--- src/rtl/proc_clk_gate_pkg.sv ---
// proc_clk_pkg: shared definitions for the processor clock-gate slice.
//   clk_state_e    - gate FSM state encoding (ST_IDLE..ST_STOPPED)
//   DEB_CYCLES_DEF - default debounce hold time in board-clock cycles
package proc_clk_pkg;

    typedef enum logic [1:0] {
        ST_IDLE      = 2'd0,
        ST_RUN       = 2'd1,
        ST_STEP_WAIT = 2'd2,
        ST_STOPPED   = 2'd3
    } clk_state_e;

    localparam int unsigned DEB_CYCLES_DEF = 4;

endpackage

--- src/rtl/proc_clk_gate_debounce.sv ---
// btn_debounce: synchronises a raw, bouncing push button and emits a
// one-cycle pulse each time the debounced level rises.
//   clk      in  board clock
//   reset_n  in  asynchronous active-low reset
//   btn      in  raw button (asynchronous)
//   pulse    out one-cycle pulse on each accepted 0->1 transition
// Latency from a clean button rise to pulse is 2 + DEB_CYCLES cycles.
module btn_debounce
    import proc_clk_pkg::*;
#(
    parameter int unsigned DEB_CYCLES = DEB_CYCLES_DEF
) (
    input  logic clk,
    input  logic reset_n,
    input  logic btn,
    output logic pulse
);

    localparam int unsigned CW = (DEB_CYCLES > 1) ? $clog2(DEB_CYCLES) : 1;
    localparam logic [CW-1:0] CNT_LAST = CW'(DEB_CYCLES - 1);

    logic [1:0]    sync_q;
    logic          stable;
    logic [CW-1:0] cnt;

    always_ff @(posedge clk or negedge reset_n) begin
        if (!reset_n) begin
            sync_q <= '0;
            stable <= 1'b0;
            cnt    <= '0;
            pulse  <= 1'b0;
        end else begin
            sync_q <= {sync_q[0], btn};
            pulse  <= 1'b0;
            if (sync_q[1] == stable) begin
                cnt <= '0;
            end else if (cnt == CNT_LAST) begin
                // Level has differed for DEB_CYCLES consecutive samples.
                stable <= sync_q[1];
                cnt    <= '0;
                pulse  <= sync_q[1];
            end else begin
                cnt <= cnt + 1'b1;
            end
        end
    end

endmodule

--- src/rtl/proc_clk_gate.sv ---
// proc_clk_gate: turns rising edges of the processor clock divider output
// into one-cycle clock enables for the core, gated by run / step / halt.
//   clk          in  board clock (also drives the divider)
//   reset_n      in  asynchronous active-low reset
//   tick_in      in  divider output level, synchronous to clk
//   run_mode     in  1 = free-run, 0 = stepped/idle
//   step_btn     in  raw single-step push button
//   halt_req     in  halt request from the core
//   clear_halt   in  releases the STOPPED state
//   proc_ce      out registered one-cycle enable to the core
//   state        out FSM state encoding
//   halted       out high while in STOPPED
//   cycle_count  out number of proc_ce pulses issued (wraps)
module proc_clk_gate
    import proc_clk_pkg::*;
#(
    parameter int unsigned DEB_CYCLES = DEB_CYCLES_DEF,
    parameter int unsigned CNT_W      = 16
) (
    input  logic             clk,
    input  logic             reset_n,
    input  logic             tick_in,
    input  logic             run_mode,
    input  logic             step_btn,
    input  logic             halt_req,
    input  logic             clear_halt,
    output logic             proc_ce,
    output logic [1:0]       state,
    output logic             halted,
    output logic [CNT_W-1:0] cycle_count
);

    clk_state_e cur_state;
    clk_state_e nxt_state;
    logic       tick_q;
    logic       tick_rise;
    logic       step_pulse;
    logic       ce_nxt;

    btn_debounce #(
        .DEB_CYCLES(DEB_CYCLES)
    ) u_step_deb (
        .clk     (clk),
        .reset_n (reset_n),
        .btn     (step_btn),
        .pulse   (step_pulse)
    );

    // tick_q resets low, so a divider already high after reset counts as a rise.
    assign tick_rise = tick_in & ~tick_q;

    always_comb begin
        nxt_state = cur_state;
        ce_nxt    = 1'b0;
        case (cur_state)
            ST_STOPPED: begin
                if (clear_halt && !halt_req) begin
                    nxt_state = ST_IDLE;
                end
            end
            ST_IDLE: begin
                if (halt_req) begin
                    nxt_state = ST_STOPPED;
                end else if (run_mode) begin
                    nxt_state = ST_RUN;
                end else if (step_pulse) begin
                    nxt_state = ST_STEP_WAIT;
                end
            end
            ST_RUN: begin
                if (halt_req) begin
                    nxt_state = ST_STOPPED;
                end else if (!run_mode) begin
                    nxt_state = ST_IDLE;
                end else begin
                    ce_nxt = tick_rise;
                end
            end
            ST_STEP_WAIT: begin
                if (halt_req) begin
                    nxt_state = ST_STOPPED;
                end else if (tick_rise) begin
                    nxt_state = ST_IDLE;
                    ce_nxt    = 1'b1;
                end
            end
            default: nxt_state = ST_IDLE;
        endcase
    end

    always_ff @(posedge clk or negedge reset_n) begin
        if (!reset_n) begin
            cur_state   <= ST_IDLE;
            tick_q      <= 1'b0;
            proc_ce     <= 1'b0;
            cycle_count <= '0;
        end else begin
            cur_state <= nxt_state;
            tick_q    <= tick_in;
            proc_ce   <= ce_nxt;
            if (proc_ce) begin
                cycle_count <= cycle_count + 1'b1;
            end
        end
    end

    assign state  = cur_state;
    assign halted = (cur_state == ST_STOPPED);

endmodule

--- config.mk ---
export PLATFORM = sky130hd
export DESIGN_NAME = proc_clk_gate
export DESIGN_NICKNAME = d
export VERILOG_FILES = /design/src/rtl/proc_clk_gate_pkg.sv /design/src/rtl/proc_clk_gate_debounce.sv /design/src/rtl/proc_clk_gate.sv
export SDC_FILE = /design/constraint.sdc
export NUM_CORES = 1
export LEC_CHECK = 0
export CORE_ASPECT_RATIO = 1.1
export CORE_MARGIN = 2
export CORE_UTILIZATION = 50
export CTS_CLUSTER_DIAMETER = 100
export DETAILED_ROUTE_END_ITERATION = 16
export GPL_TIMING_DRIVEN = 0
export PLACE_DENSITY = 0.8
export SLEW_MARGIN = 5
export SYNTH_ARGS = -nofsm -noshare
export SYNTH_HDL_FRONTEND = slang
export SYNTH_SLANG_ARGS = --single-unit
--- constraint.sdc ---
create_clock -name clk -period 4.5 [get_ports clk]
set_input_delay 0.9 -clock clk [delete_from_list [all_inputs] [get_ports clk]]
set_output_delay 0.9 -clock clk [all_outputs]
set_load 0.05 [all_outputs]
==> metrics, run 1 <==
most frequent cell after synthesis dfrtp_1; min-delay src u_step_deb.sync_q[0]; largest net degree at the start of global routing 27; setup TNS 0 ps; Final Hold Fails 0; Max VDD drop 0.3354 mV; num ports 27; core area 2207 um^2; Max Transition Viols Final 0; CP Capture Type output pin; sequential-to-total area share from yosys stat 56.52%; routed vias 791; worst min-delay path class flip-flop to flip-flop; EDFF count, synth 0; top cells by area, synth dfrtp_1 57%, ha_1 6.5%, xnor2_1 6.1%; Tmin final 2712 ps; Final Util 66.67%; Post-CTS Setup Inserts 0; reg-to-reg startpoint state[1]; total die area 2703 um^2; height of the chip 54.33 um; status completed; hold path depth 0; reg2reg setup slack 2860 ps; crit share post-route 60.26%; pwr/cell area 444.7 nW/um^2; Root Driver clkbuf_4; Final setup viols 0; WP data arrival 1810 ps; Ys Warns 0; DR WL/cell 11.97 um; Reg clk slew, reported paths 120 ps; Synth top area share 56.52%; overall routed net length 1880 um; CTS resizes 0; FFs w/ async S/R, synth 100.0%; CTS tree yes; Post-DP HPWL 1495 um; layout cell share with drive strength beyond 1 6.299%; hold_ws 375.5 ps; Cells after Synth 98; Nets 142; I/O Buffers 26; Req. time, crit path 3600 ps; r2r endpoint state[0]; # rows 18; max_slew headroom 25.21%; Setup Skew 1.537 ps; ANT cells 0; critical path class flip-flop to output pin; CTS buffer count 3; CP startpoint kind flip-flop; Tot Pwr 0.6544 mW; max cap viols 0; most frequent cells after synthesis 26 x dfrtp_1, 8 x nand2_1, 8 x nor2_1, 8 x xnor2_1, 8 x xor2_1; syn nets 111; worst skew pair latency 300 ps; post-route ant nets 0; placed insts 154; post-synthesis cell area 1151 um^2; FMAX 0.3687 GHz; top cell type by total area after synthesis dfrtp_1; die width 49.75 um; non-filler cells, final 157; Pre-antenna DRT Iters 4; CP Max Fanout 5; 1st-iter DRT viols 4; mean area per synthesized cell 11.75 um^2; clk sinks 26; FF+latch count, synth 26; first-pass GRT wire length 3256 um; initial antenna violation count 0; hold_buf cts 0; RSZ-0062 raised after global routing no; cell leakage power 0.6783 nW; via-per-instance ratio 5.038; routability cong. 0.7268; area growth from synthesis to layout 27.83%; WHS Endpoint u_step_deb.sync_q[1]; Netlist cell types 23; Slew @ Worst Pin 1118 ps; Max clock buf depth 2; all-layer global routing usage 16.04%; CTS H-Tree Depth 1; initial core utilization 52.15%; worst reg2reg path depth 5; Main synth FF type dfrtp_1; vias in the first global route 785; grt ovf 0; DRC 0
-- logic make-up (layout without fill, tap and decap cells) --
group	Yosys count	in the layout	share of synthesized area (%)
mux	3	3	2.826
xor+xnor	16	16	12.17
fa+ha+maj	6	6	6.522
compound gates	7	7	3.587
simple gates	35	35	16.74
buf+inv	5	34	1.631
flops	26	26	56.52
-- power by group --
group          internal (mW)  switching [mW]  total, mW
combinational          0.102           0.154      0.256
clock                 0.0312          0.0612     0.0924
sequential             0.267          0.0392      0.306
total                  0.400           0.254      0.654
-- state kept, by name (all words and copies together) (netlist names) --
name	flops
cycle_count	16
state	2
proc_ce	1
u_step_deb.pulse	1
u_step_deb.stable	1
u_step_deb.sync_q	2
tick_q	1
u_step_deb.cnt	2
-- routing by layer --
metal	part of all wire (%)	track usage [%]
met1	42	17.32
met2	53	31.11
met3	4.5	3.005
met4	0.53	6.944
met5	0	0
-- final cells by class --
class	instances	area, um^2
Clock buffer	3	22.52
Inverter	5	18.77
Sequential cell	26	650.6
Timing Repair Buffer	26	260.3
Tap cell	30	37.54
Fill cell	180	735.7
Multi-Input combinational cell	67	481.7
-- worst max path at each step --
stage          startpoint       end  slack [ps]  cells after the start
6_report         state[0]    halted        1790                      2
5_1_grt          state[0]    halted        1710                      2
4_1_cts          state[1]    halted        1770                      2
3_5_place_dp     run_mode  state[0]        2130                      4
3_3_place_gp     state[0]    halted        2150                      2
2_1_floorplan    state[0]    halted        2350                      1
-- placed cells by master, fill, tap and decap left out, types with 3 or more instances in the layout --
master	netlist	final
dfrtp_1	26	26
nand3_1	3	3
clkbuf_4	0	3
inv_1	5	5
clkdlybuf4s50_1	0	26
nand4_1	3	3
nor3_1	4	4
ha_1	6	6
xor2_1	8	8
xnor2_1	8	8
nand2_1	8	8
o21ai_0	3	3
nor2_1	8	8
-- worst max-delay path: stages, from the launching register on --
cell,delay [ps]
dfrtp_1,430
ha_1,240
clkdlybuf4s50_1,830
-- metrics by stage --
step	instance area [um^2]	worst slack [ps]
after floorplan	1151	2347
after global placement	1449	2154
after detailed placement	1449	2130
after CTS	1471	1768
after global routing	1471	1713
final	1471	1788
(Power assumes the default switching activity.)
==> run 2: changes to the inputs <==
--- a/config.mk
+++ b/config.mk
@@ -7,11 +7,11 @@
 export LEC_CHECK = 0
 export CORE_ASPECT_RATIO = 1.1
 export CORE_MARGIN = 2
-export CORE_UTILIZATION = 50
+export CORE_UTILIZATION = 48
 export CTS_CLUSTER_DIAMETER = 100
 export DETAILED_ROUTE_END_ITERATION = 16
 export GPL_TIMING_DRIVEN = 0
-export PLACE_DENSITY = 0.8
+export PLACE_DENSITY = 0.77
 export SLEW_MARGIN = 5
 export SYNTH_ARGS = -nofsm -noshare
 export SYNTH_HDL_FRONTEND = slang
==> constraint.sdc (replaced) <==
create_clock -name clk -period 2.77 [get_ports clk]
set_input_delay 0.554 -clock clk [delete_from_list [all_inputs] [get_ports clk]]
set_output_delay 0.554 -clock clk [all_outputs]
set_load 0.05 [all_outputs]
==> run 2 against run 1 <==
  * Final cell count is 0.64% higher
  * Clock skew grew 6.3 ps
  * Global-route usage is 0.46 points lower
  * Sequential share of layout area fell by 0.41 points
  * Register-to-register slack got worse by 1700 ps
  * Non-clock buffer count is the same
  * Total power rose by 69%
  * Combinational power grew 63%
  * Worst hold slack lost 5.5 ps
  * First-iteration DRC count did not move
  * Largest power group unchanged
==> metrics, run 2 (synthesis results as in run 1) <==
status completed; Slew @ Worst Pin 1105 ps; largest net degree at the start of global routing 27; max_slew headroom 26.08%; 1st-iter DRT viols 4; die width 50.69 um; placed insts 154; initial core utilization 51.11%; I/O Buffers 26; DRC 0; Max clock buf depth 2; non-filler cells, final 158; Final setup viols 0; Tmin final 2408 ps; CP Capture Type output pin; max reg flops 16; largest register by flop count cycle_count; CTS resizes 0; overall routed net length 2013 um; initial antenna violation count 0; RSZ-0062 raised after global routing no; Reg clk slew, reported paths 140 ps; ANT cells 0; grt ovf 0; DR WL/cell 12.74 um; hold_buf cts 0; worst min-delay path class flip-flop to flip-flop; cell leakage power 0.6855 nW; layout cell share with drive strength beyond 1 7.031%; CP Max Fanout 5; crit share post-route 86.95%; pwr/cell area 743.8 nW/um^2; Nets 142; Post-DP HPWL 1538 um; CTS H-Tree Depth 1; core area 2252 um^2; routed vias 815; CTS tree yes; WP data arrival 1850 ps; Setup Skew 7.830 ps; via-per-instance ratio 5.158; Max VDD drop 0.5254 mV; CTS buffer count 3; num ports 27; Max Transition Viols Final 0; routability cong. 0.7020; max cap viols 0; area growth from synthesis to layout 29.02%; Final Hold Fails 0; height of the chip 55.36 um; all-layer global routing usage 15.58%; setup TNS 0 ps; clk sinks 26; Post-CTS Setup Inserts 0; first-pass GRT wire length 3408 um; FMAX 0.4152 GHz; Req. time, crit path 2220 ps; Root Driver clkbuf_4; vias in the first global route 844; worst skew pair latency 320 ps; CP startpoint kind flip-flop; total die area 2806 um^2; Pre-antenna DRT Iters 2; most frequent cells in the layout 26 x dfrtp_1, 26 x clkdlybuf4s50_1; post-route ant nets 0; critical path class flip-flop to output pin; # rows 18
==> run 2: cell count changes in the layout (fill, tap and decap cells not counted) <==
| cell | delta |
|---|---|
| clkbuf_8 | +1 |
==> run 2: per-layer routing <==
metal,up-vias,track usage [%],wire length (um),share of wire [%]
li1,390,-,-,-
met1,394,17.23,827,41
met2,27,28.20,1040,52
met3,4,2.973,113,5.6
met4,0,6.950,31,1.5
met5,-,0,0,0
==> run 2: power by group <==
part	switching (mW)	internal, mW
Combinational	0.249	0.168
Clock	0.105	0.0803
Sequential	0.0679	0.434
==> run 2: worst paths after layout <==
check	end	cells past startpoint	startpoint	slack, ps
worst max-delay path	halted	2	state[0]	360
worst min-delay path	u_step_deb.sync_q[1]	0	u_step_deb.sync_q[0]	370
worst max register to register	state[0]	5	state[1]	1200
worst min register to register	u_step_deb.sync_q[1]	0	u_step_deb.sync_q[0]	370
max in group asynchronous	state[1]	1	reset_n	1290
min in group asynchronous	cycle_count[13]	1	reset_n	820
==> run 2: worst max-delay path: stages, from the launching register on <==
cell and delay (ps):
dfrtp_1 460, ha_1 250, clkdlybuf4s50_1 820
==> run 2: layout make-up <==
type                    instances  area (um^2)
clock buffers                   4        36.28
fillers                       188        767.0
inverters                       5        18.77
multi-input cells              67        481.7
flip-flops and latches         26        650.6
well taps                      30        37.54
repair buffers                 26        260.3
==> run 2: through the flow <==
step / area (um^2) / utilization [%] / hold slack [ps] / worst slack, ps / power, mW
6_report: 1485 / 65.94 / 370.0 / 361.6 / 1.105
5_1_grt: 1485 / 65.94 / 394.3 / 277.2 / 1.165
4_1_cts: 1485 / 65.94 / 375.7 / 347.7 / 1.117
3_5_place_dp: 1449 / 64.33 / 344.4 / 738.1 / 0.9262
3_3_place_gp: 1449 / 64.33 / 333.4 / 763.3 / 0.9030
2_1_floorplan: 1151 / - / 258.4 / 786.7 / 0.7865
==> run 3: changes to the inputs <==
--- a/config.mk
+++ b/config.mk
@@ -7,11 +7,11 @@
 export LEC_CHECK = 0
 export CORE_ASPECT_RATIO = 1.1
 export CORE_MARGIN = 2
-export CORE_UTILIZATION = 48
+export CORE_UTILIZATION = 50
 export CTS_CLUSTER_DIAMETER = 100
 export DETAILED_ROUTE_END_ITERATION = 16
+export DONT_BUFFER_PORTS = 1
 export GPL_TIMING_DRIVEN = 0
-export PLACE_DENSITY = 0.77
 export SLEW_MARGIN = 5
 export SYNTH_ARGS = -nofsm -noshare
 export SYNTH_HDL_FRONTEND = slang
==> run 3 against run 2 <==
  * Clock skew decreased by 2.1 ps
  * Utilization decreased by 9.5 points
  * Count of clock-buffer cells in the layout unchanged
  * Total power decreased by 8.1%
  * Die area decreased by 3.7%
  * Global-route usage decreased by 1.7 points
  * Final cell count decreased by 16%
  * Sequential share of layout area increased by 8.5 points
  * Worst setup slack improved by 180 ps
  * Final area decreased by 16%
  * Critical path depth decreased by 1
  * Critical endpoint unchanged
==> metrics, run 3 (synthesis results as in run 1) <==
status completed; Final Hold Fails 0; Reg clk slew, reported paths 140 ps; max cap viols 0; Root Driver clkbuf_4; DR WL/cell 12.93 um; Pre-antenna DRT Iters 3; Final Util 56.41%; worst reg2reg path depth 4; Register Area 650.6 um^2; worst min-delay path class primary input to asynchronous set/reset pin; max reg flops 16; 1st-iter DRT viols 3; Setup crit start state[0]; Max clock buf depth 2; hold_ws 19.88 ps; via-per-instance ratio 5.293; final setup margin 545.4 ps; routed vias 704; Setup Skew 5.725 ps; dpl ws 684.0 ps; r2r endpoint state[0]; cell leakage power 0.6021 nW; placed inst area 1189 um^2; commonest non-fill, non-tap cell in the layout dfrtp_1; largest net degree at the start of global routing 27; worst skew pair latency 320 ps; Nets 117; WP depth 1; DR top layer met4; CTS H-Tree Depth 1; Tot Pwr 1.015 mW; layout cell share with drive strength beyond 1 9.709%; Tmin final 2225 ps; reg2reg setup slack 680 ps; Max VDD drop 0.6799 mV; CTS buffer count 3; overall routed net length 1720 um; area growth from synthesis to layout 8.152%; Post-DP HPWL 1264 um; initial antenna violation count 0; Crit-path slowest cell dfrtp_1; CP Max Fanout 5; setup TNS 0 ps; grt ovf 0; met3 wire len 122 um; all-layer global routing usage 13.88%; Req. time, crit path 2220 ps; routability cong. 0.7569; height of the chip 54.33 um; Filler Cell Count 208; largest register by flop count cycle_count; num ports 27; total die area 2703 um^2; core area 2207 um^2; FMAX 0.4495 GHz; pwr/cell area 815.4 nW/um^2; CP startpoint kind flip-flop; met1 WL 736 um; first-pass GRT wire length 2746 um; slowest cell delay on critical path 720 ps; # rows 18; Worst Setup EP halted; post-route ant nets 0; Final setup viols 0; Crit path max-delay family flip-flops; placed insts 128; CTS tree yes; Max Transition Viols Final 0; vias in the first global route 678; CP Capture Type output pin; Slew @ Worst Pin 693.1 ps; Multi-input gate area 481.7 um^2; WL met2 819 um; clk sinks 26; crit path buf inv count 0; crit share post-route 80.31%; final instance area 1245 um^2; Critical Path, Cell by Cell ha_1; WP data arrival 1670 ps; critical path class flip-flop to output pin; max_slew headroom 53.80%; Post-CTS Setup Inserts 0; RSZ-0062 raised after global routing no; I/O Buffers 0; initial core utilization 52.15%; non-filler cells, final 133; DRC 0; reg-to-reg startpoint state[0]; ANT cells 0; die width 49.75 um; most frequent cells in the layout 26 x dfrtp_1, 8 x xnor2_1, 8 x nand2_1, 8 x nor2_1, 8 x xor2_1
## run 3: changes by cell type in the layout (fill, tap and decap cells not counted), sizes merged
| cell | change |
|---|---|
| clkdlybuf4s50 | -26 |
| buf | +1 |
## run 3: how the worst min path moves through the flow
stage            start  slack (ps)              end  cells past startpoint
2_1_floorplan  reset_n         260   cycle_count[0]                      0
3_3_place_gp   reset_n         260  cycle_count[14]                      0
3_5_place_dp   reset_n         260  cycle_count[14]                      0
4_1_cts        reset_n          20  cycle_count[14]                      1
5_1_grt        reset_n          10  cycle_count[14]                      1
6_report       reset_n          20  cycle_count[11]                      1
## run 3: power breakdown
part           total [mW]  internal (mW)  switching, mW
registers           0.611          0.431          0.179
logic               0.214          0.103          0.112
clock network       0.190         0.0804          0.110
## run 3: routing by layer
| metal | vias up | global-route usage, % |
|---|---|---|
| li1 | 340 | - |
| met2 | 23 | 24.67 |
| met3 | 5 | 5.464 |
| met4 | 0 | 9.722 |
| met1 | 336 | 13.51 |
| met5 | - | 0 |
## run 3: final cells by class
type / count / area share [%]
Multi-Input combinational cell: 67 / 38.69
Inverter: 5 / 1.508
Clock buffer: 4 / 2.915
Sequential cell: 26 / 52.26
Tap cell: 30 / 3.015
Timing Repair Buffer: 1 / 1.608
## run 3: repair_timing
item	in CTS	in global routing
gates resized for setup	0	0
endpoints found under the hold margin	26	0
hold buffers	1	0
